==> config.mk <==
export PLATFORM = sky130hd
export DESIGN_NAME = sram_arbiter_flat
export DESIGN_NICKNAME = d
export VERILOG_FILES = /design/src/rtl/sram_arb_pkg.sv /design/src/rtl/sram_arbiter_if.sv /design/src/rtl/arb_pick.sv /design/src/rtl/sram_arbiter.sv /design/src/flat_wrapper.sv
export SDC_FILE = /design/constraint.sdc
export NUM_CORES = 1
export LEC_CHECK = 0
export ABC_CLOCK_PERIOD_IN_PS = 1500
export CORE_ASPECT_RATIO = 0.5
export CORE_MARGIN = 10
export CORE_UTILIZATION = 21
export CTS_CLUSTER_DIAMETER = 150
export DETAILED_ROUTE_END_ITERATION = 6
export HOLD_SLACK_MARGIN = 0.15
export PLACE_DENSITY = 0.84
export REMOVE_ABC_BUFFERS = 1
export SLEW_MARGIN = 0
export SYNTH_ARGS = -nofsm -noshare
export SYNTH_HDL_FRONTEND = slang
export SYNTH_SLANG_ARGS = --single-unit
==> constraint.sdc <==
create_clock -name clk -period 1.5 [get_ports clk]
set_input_delay 0.3 -clock clk [delete_from_list [all_inputs] [get_ports clk]]
set_output_delay 0.3 -clock clk [all_outputs]
set_load 0.005 [all_outputs]
==> src/rtl/sram_arb_pkg.sv <==
// Shared constants and types for the two-port SRAM arbiter.
// Port indices, arbitration mode encodings and the one-hot grant type live here.
package sram_arb_pkg;

   localparam int NUM_PORTS = 2;
   localparam int PORT0     = 0;
   localparam int PORT1     = 1;

   localparam logic ARB_RR    = 1'b0;
   localparam logic ARB_FIXED = 1'b1;

   typedef logic [NUM_PORTS-1:0] grant_t;

   function automatic grant_t port_onehot(input logic port);
      return port ? grant_t'(2'b10) : grant_t'(2'b01);
   endfunction

endpackage

==> src/rtl/sram_arbiter_if.sv <==
// Request/response bus between the two SRAM clients and the arbiter.
// The master side is the client pair; the slave side is the arbiter.
interface sram_arbiter_if #(
   parameter int AW = 11,
   parameter int BW = 32
);

   logic [1:0]    req_valid;
   logic [1:0]    req_ready;
   logic [1:0]    req_wr;
   logic [AW-1:0] req_addr0;
   logic [AW-1:0] req_addr1;
   logic [BW-1:0] req_data0;
   logic [BW-1:0] req_data1;
   logic [1:0]    rsp_valid;
   logic [BW-1:0] rsp_data;

   modport master (
      output req_valid, req_wr, req_addr0, req_addr1, req_data0, req_data1,
      input  req_ready, rsp_valid, rsp_data
   );

   modport slave (
      input  req_valid, req_wr, req_addr0, req_addr1, req_data0, req_data1,
      output req_ready, rsp_valid, rsp_data
   );

endinterface

==> src/rtl/arb_pick.sv <==
// Combinational two-way picker producing a one-hot grant.
// A lone valid port always wins; ties go by round-robin or fixed priority.
module arb_pick
   import sram_arb_pkg::*;
(
   input  grant_t valid,
   input  logic   mode,
   input  logic   last_gnt,
   input  logic   starve,
   output grant_t gnt
);

   logic both;

   assign both = valid[PORT0] && valid[PORT1];

   // On a tie round-robin favours the port that did not win last time,
   // while fixed priority favours port 0 until port 1 has starved long enough.
   always_comb begin
      gnt = '0;
      if (!both) begin
         gnt = valid;
      end else begin
         case (mode)
            ARB_RR:    gnt = port_onehot(!last_gnt);
            ARB_FIXED: gnt = port_onehot(starve);
         endcase
      end
   end

endmodule

==> src/rtl/sram_arbiter.sv <==
// Two-requester arbiter and sequencer for a single-port SRAM macro.
// Grants at most one request per cycle, drives the pins and routes read data back.
module sram_arbiter
   import sram_arb_pkg::*;
#(
   parameter  int NUM        = 2048,
   parameter  int BW         = 32,
   parameter  int PRIO_MODE  = 0,
   parameter  int STARVE_MAX = 4,
   localparam int AW         = $clog2(NUM)
) (
   input  logic          clk,
   input  logic          reset,
   sram_arbiter_if.slave bus,
   output logic          sram_CEN,
   output logic          sram_WEN,
   output logic [AW-1:0] sram_A,
   output logic [BW-1:0] sram_D,
   input  logic [BW-1:0] sram_Q
);

   localparam int   SW   = (STARVE_MAX < 1) ? 1 : $clog2(STARVE_MAX + 1);
   localparam logic MODE = (PRIO_MODE == 1) ? ARB_FIXED : ARB_RR;

   logic          last_gnt;
   logic [SW-1:0] starve_cnt;
   logic          starve;
   grant_t        pick;
   grant_t        gnt;
   logic          gnt_port;
   logic          gnt_wr;
   logic          rd_pend;
   logic          rd_port;

   assign starve = (starve_cnt == SW'(STARVE_MAX));

   arb_pick u_pick (
      .valid    (bus.req_valid),
      .mode     (MODE),
      .last_gnt (last_gnt),
      .starve   (starve),
      .gnt      (pick)
   );

   // Nothing may be granted while reset is held, even if requests are present.
   assign gnt           = reset ? '0 : pick;
   assign gnt_port      = gnt[PORT1];
   assign gnt_wr        = bus.req_wr[gnt_port];
   assign bus.req_ready = gnt;

   // Pin mux: the granted port drives the macro, otherwise park it deselected.
   always_comb begin
      sram_CEN = 1'b1;
      sram_WEN = 1'b1;
      sram_A   = '0;
      sram_D   = '0;
      if (|gnt) begin
         sram_CEN = 1'b0;
         sram_WEN = ~gnt_wr;
         sram_A   = gnt_port ? bus.req_addr1 : bus.req_addr0;
         sram_D   = gnt_port ? bus.req_data1 : bus.req_data0;
      end
   end

   // Arbitration history; starve_cnt saturates so port 1 keeps its forced grant.
   always_ff @(posedge clk) begin
      if (reset) begin
         last_gnt   <= 1'b1;
         starve_cnt <= '0;
      end else begin
         if (|gnt) begin
            last_gnt <= gnt_port;
         end
         if (bus.req_valid[PORT1] && !gnt[PORT1]) begin
            if (!starve) begin
               starve_cnt <= starve_cnt + SW'(1);
            end
         end else begin
            starve_cnt <= '0;
         end
      end
   end

   // The macro registers the read address, so data appears one cycle after the grant.
   always_ff @(posedge clk) begin
      if (reset) begin
         rd_pend <= 1'b0;
         rd_port <= 1'b0;
      end else begin
         rd_pend <= (|gnt) && !gnt_wr;
         rd_port <= gnt_port;
      end
   end

   assign bus.rsp_valid = (rd_pend && !reset) ? port_onehot(rd_port) : '0;
   assign bus.rsp_data  = sram_Q;

endmodule
==> src/flat_wrapper.sv <==
// flat-port wrapper written by rule: the top's interface ports become plain ports
module sram_arbiter_flat import sram_arb_pkg::*;
#(
   parameter  int NUM        = 2048,
   parameter  int BW         = 32,
   parameter  int PRIO_MODE  = 0,
   parameter  int STARVE_MAX = 4,
   localparam int AW         = $clog2(NUM)
)
  (clk, reset, sram_CEN, sram_WEN, sram_A, sram_D, sram_Q, bus_req_valid, bus_req_wr, bus_req_addr0, bus_req_addr1, bus_req_data0, bus_req_data1, bus_req_ready, bus_rsp_valid, bus_rsp_data);
  sram_arbiter_if #(.BW(BW)) bus_i ();
  input  logic clk;
  input  logic reset;
  output logic sram_CEN;
  output logic sram_WEN;
  output logic [AW-1:0] sram_A;
  output logic [BW-1:0] sram_D;
  input  logic [BW-1:0] sram_Q;
  input wire logic [$bits(bus_i.req_valid)-1:0] bus_req_valid;
  input wire logic [$bits(bus_i.req_wr)-1:0] bus_req_wr;
  input wire logic [$bits(bus_i.req_addr0)-1:0] bus_req_addr0;
  input wire logic [$bits(bus_i.req_addr1)-1:0] bus_req_addr1;
  input wire logic [$bits(bus_i.req_data0)-1:0] bus_req_data0;
  input wire logic [$bits(bus_i.req_data1)-1:0] bus_req_data1;
  output wire logic [$bits(bus_i.req_ready)-1:0] bus_req_ready;
  output wire logic [$bits(bus_i.rsp_valid)-1:0] bus_rsp_valid;
  output wire logic [$bits(bus_i.rsp_data)-1:0] bus_rsp_data;
  assign bus_i.req_valid = bus_req_valid;
  assign bus_i.req_wr = bus_req_wr;
  assign bus_i.req_addr0 = bus_req_addr0;
  assign bus_i.req_addr1 = bus_req_addr1;
  assign bus_i.req_data0 = bus_req_data0;
  assign bus_i.req_data1 = bus_req_data1;
  assign bus_req_ready = bus_i.req_ready;
  assign bus_rsp_valid = bus_i.rsp_valid;
  assign bus_rsp_data = bus_i.rsp_data;
  sram_arbiter #(.NUM(NUM), .BW(BW), .PRIO_MODE(PRIO_MODE), .STARVE_MAX(STARVE_MAX)) u_core (.clk(clk), .reset(reset), .bus(bus_i), .sram_CEN(sram_CEN), .sram_WEN(sram_WEN), .sram_A(sram_A), .sram_D(sram_D), .sram_Q(sram_Q));
endmodule
-- Word level (Yosys, flattened, before mapping)
Index checks and enable logic that the tools add are counted.
W data, S select, Z words.
- register bits: 3
- input bits: 124
- output and inout bits: 81
- word-level logic and storage cells: 24
- order comparisons: 1
- multiplexer cells: 13
- bitwise operators: 1
- reductions and logical operators: 6
- operators with widths (operator ; number):
    $mux W32 ; 2
    $mux W11 ; 2
    $mux W2 ; 5
    $mux W1 ; 4
    $logic_and A1 B1 Y1 ; 3
    $logic_not A1 Y1 ; 2
    $lt A1 B2 Y1 const B ; 1
    $reduce_or A2 Y1 ; 1
    $not A1 Y1 ; 1

-- Longest topological paths before layout
- depth in word-level cells: 7
- gate-level depth with buffers: 5
- depth with buffers taken out: 3

-- Modules after synthesis
From an unflattened synthesis, not the netlist that was laid out.
- cell total of the unflattened synthesis: 128
- area, all modules: 1066.0 um2
- by module, submodules not included (module ; times used ; cells an instance ; area an instance (um2) ; seq. area each (um2)):
    sram_arbiter ; 1 ; 121 ; 1024.7 ; 120.1
    arb_pick ; 1 ; 7 ; 41.3 ; 0.0

-- Worst setup path before layout
OpenSTA, ideal clock, no wires.
- path kind: register to output
- from: register u_core.last_gnt
- to: output sram_D[22]
- arrival: 0.954 ns
- required time: 1.200 ns
- setup slack: 0.246 ns
- cell stages (with the launch flop): 6
- buffers on the path: 2
- path through: dfxtp_1 -> nand2b_1 -> buf_6 -> buf_8 -> a32oi_1 -> nor2_1
- longest elaborated chain between the ends: 5
- elaborated cells between the ends (all ways): 6
- those cells by class: 5 x mux; 1 x reduce/logical
- RTL lines (item ; line ; RTL):
    from (decl) ; sram_arbiter.sv:25 ; logic last_gnt;
    from (signal assigned) ; sram_arbiter.sv:72 ; last_gnt <= gnt_port;
    $mux W2 * ; sram_arb_pkg.sv:15 ; return port ? grant_t'(2'b10) : grant_t'(2'b01);
    $mux W2 * ; arb_pick.sv:21 ; if (!both) begin
    $mux W2 * ; sram_arbiter.sv:46 ; assign gnt = reset ? '0 : pick;
    $mux W32 / $reduce_or A2 Y1 (equally long branches) ; sram_arbiter.sv:61, sram_arbiter.sv:57 ;
    $mux W32 * ; sram_arbiter.sv:57 ; if (|gnt) begin
    to (decl) ; flat_wrapper.sv:17 ; output logic [BW-1:0] sram_D;
Every way passes the cells marked *; elsewhere a longest branch is shown, timed or not.

-- Worst setup path after layout
- from: register u_core.last_gnt
- to: output sram_D[8]
Same word-level chain as after synthesis.

==> summary.md <==
| Metric | Value |
|---|---|
| Drt total wl | `8959 um` |
| Switching Fraction | `0.3314` |
| Slew Viols, Final | `0` |
| Adder-cell share of the synthesized area | `0` |
| Synthesized area per cell | `6.988 um^2` |
| Critical path fanouts, max | `8` |
| CTS sink count | `3` |
| Slowest-stage cell, CP | `dfxtp_2` |
| Die height | `71.44 um` |
| Family with the most delay on the worst path | `buffers and inverters` |
| Place WS | `-0.8135 ns` |
| Max Cap Viol | `0` |
| WS Path Type | `reg -> out` |
| Cells along the critical path | `nand2b_4 > buf_12 > buf_6 > a32oi_2 > nor2_1 > buf_2` |
| Pint | `0.0007351 W` |
| Synth Cell Area | `0.001111 mm^2` |
| H-tree depth | `1` |
| CP endpoint kind | `output port` |
| Worst relative slew slack | `0.8498` |
| Vias per inst | `5.205` |
| Std cell rows | `18` |
| Worst skew pair latency | `0.22 ns` |
| Arrival time worst endpoint | `1.44 ns` |
| PD cells | `433.5 mW/mm^2` |
| Crit start category | `register` |
| # port buffers | `140` |
| Share of layout cells above drive strength 1 | `0.3587` |
| Placed Cells | `327` |
| Most common cell after layout, fill and taps aside | `clkdlybuf4s50_1` |
| Clock Pin Slew Worst Setup and Hold Paths | `0.03 ns` |
| Final setup margin | `-0.2442 ns` |
| Critical path's largest stage delay | `0.33 ns` |
| Pin count of the biggest net entering global routing | `29` |
| Peak VDD IR | `0.0002477 V` |
| Worst Hold Class | `in -> reg` |
| Main combinational cell family by area after synthesis | `compound AO/OA/AOI/OAI gates` |
| DRC Markers | `0` |
| # diodes | `0` |
| Post-synthesis mux area share | `0` |
| CTS root buf | `clkbuf_8` |
| CTS tree | `built` |
| Worst clock skew | `0.003128 ns` |
| Fin cells | `346` |
| Reg power frac | `0.083` |
| CORE AREA | `0.005022 mm^2` |
| Antenna violations before repair | `0` |
| Vias in the first global route | `1,808` |
| Number of synthesized register bits | `3` |
| Worst endpoint required time | `1.20 ns` |
| Worst path bufs/invs | `3` |
| Die width | `122.9 um` |
| Net Switching | `0.0003643 W` |
| Clock buffer count from CTS | `3` |
| Starting density of the core | `0.2212` |
| Most frequent cells in the layout | `clkdlybuf4s50_1, nor2_1, buf_2` |
| CTS Buffer Depth | `2` |
| Comb power frac | `0.696` |
| Total track usage | `0.1906` |
| Die footprint | `0.008777 mm^2` |
| Drt first pass iters | `4` |
| Failing checks | `setup timing` |
| Simple-gate share of the synthesized area | `0.1993` |
| Status | `finished with violations` |
| Per-cell routed wire length | `25.89 um` |
| First-pass GRT wire length | `12,480 um` |
| Routed Antenna Nets | `0` |
| Final hold violations | `0` |
| Synth Area in Compound Gates | `0.3750` |
| DRT iter0 DRCs | `123` |
| Clock Power Share | `0.221` |
| Nets | `401` |
| Post-synthesis cell type count | `19` |
| Post-Syn Instances | `159` |
| I/O Pins | `205` |
| GRT overflow | `0` |
| Synth Area in XOR/XNOR | `0` |
| Final period utilization | `1.163` |
| Syn. warnings | `0` |
| Via count | `1,801` |
| Leak Pwr | `1.076 nW` |
| Post-synthesis sequential area ratio | `0.05405` |
| RSZ-0062 raised after global routing | `yes` |
| DP HPWL | `6713 um` |
| # setup viols final | `46` |
| RD Place Congestion | `0.9586` |
| Final worst path period need | `1.744 ns` |
| Worst-margin pin slew | `0.2253 ns` |
| Achievable Freq | `573.3 MHz` |
| Area delta synth->final | `128.3%` |
| Hold Buf Count CTS | `0` |
[power groups by stage]
stage,Clock (W),Combinational [W],Sequential [W]
3_5_place_dp,0,0.000684,0.0000908
4_1_cts,0.000248,0.000728,0.0000906
2_1_floorplan,0,0.000158,0.0000892
6_report,0.000243,0.000765,0.0000913
5_1_grt,0.000256,0.000807,0.0000914
3_3_place_gp,0,0.000671,0.0000905
[sequential cells by signal, indices dropped and copies added, names as in the netlist]
| name | cells |
|---|---|
| u_core.last_gnt | 1 |
| u_core.rd_pend | 1 |
| u_core.rd_port | 1 |
[area by class of cell]
type | instances | area (um^2)
clock buffer | 4 | 45.04
fill | 451 | 2486
inverter | 1 | 3.754
multi-input combinational | 102 | 783.3
sequential | 3 | 61.31
tap | 70 | 87.58
timing repair buffer | 166 | 1555
[final timing paths]
| path | cells after the start | slack, ns | from | endpoint |
|---|---|---|---|---|
| max | 6 | -0.24 | u_core.last_gnt | sram_D[8] |
| min | 3 | 0.50 | reset | u_core.rd_port |
| min reg2reg | 2 | 0.54 | u_core.last_gnt | u_core.last_gnt |
| max reg2reg | 7 | 0.09 | u_core.last_gnt | u_core.rd_pend |
[kinds of logic (layout without fill, tap and decap cells)]
group	after synthesis	in the layout
AO/OA/AOI/OAI	48	48
buffers and inverters	54	171
flip-flops	3	3
AND/OR/NAND/NOR	54	54
[Yosys cell counts]
cell / n / area, um^2
a21boi_2: 1 / 11.26
a21oi_1: 1 / 5.000
a32oi_1: 44 / 385.4
and3b_1: 1 / 8.760
buf_2: 6 / 30.03
buf_4: 32 / 240.2
buf_6: 5 / 56.30
buf_8: 4 / 60.06
clkbuf_1: 6 / 22.52
dfxtp_1: 3 / 60.06
inv_1: 1 / 3.750
nand2_1: 3 / 11.26
nand2b_1: 1 / 6.260
nor2_1: 45 / 168.9
nor2b_1: 2 / 12.51
nor3b_1: 1 / 7.510
o21bai_1: 1 / 7.510
o31ai_1: 1 / 7.510
or2_1: 1 / 6.260
[worst register-to-register path, stage by stage, from the launching register on]
cell	delay (ns)
dfxtp_2	0.35
nand2b_4	0.23
buf_16	0.16
buf_6	0.11
nand2_4	0.05
buf_4	0.14
buf_4	0.12
o31ai_1	0.17
[metal layers]
layer / up-vias / track usage / routed length (um)
li1: 800 / - / -
met4: 2 / 0.07273 / 240
met5: - / 0.05114 / 66
met3: 20 / 0.1157 / 1010
met2: 118 / 0.3048 / 4522
met1: 861 / 0.1985 / 3119
[metrics by stage]
stage / hold WS, ns / power (W) / setup TNS, ns / utilization / cell area (um^2)
5_1_grt: 0.5060 / 0.001154 / -9.028 / 0.5050 / 2536
2_1_floorplan: 0.3716 / 0.0002467 / -17.16 / - / 701.9
3_5_place_dp: 0.5472 / 0.0007747 / -36.21 / 0.4656 / 2338
6_report: 0.5040 / 0.001099 / -6.809 / 0.5050 / 2536
3_3_place_gp: 0.5332 / 0.0007613 / -34.10 / 0.4656 / 2338
4_1_cts: 0.4701 / 0.001067 / -7.623 / 0.4968 / 2495
[what timing repair did]
action | in CTS | in global routing
resized for setup | 206 | 26
setup endpoints to repair | 49 | 46
pin swaps | 21 | 10
setup buffers | 8 | 3
gates cloned | 5 | 0
No activity file was read; power rests on OpenSTA's default activity.
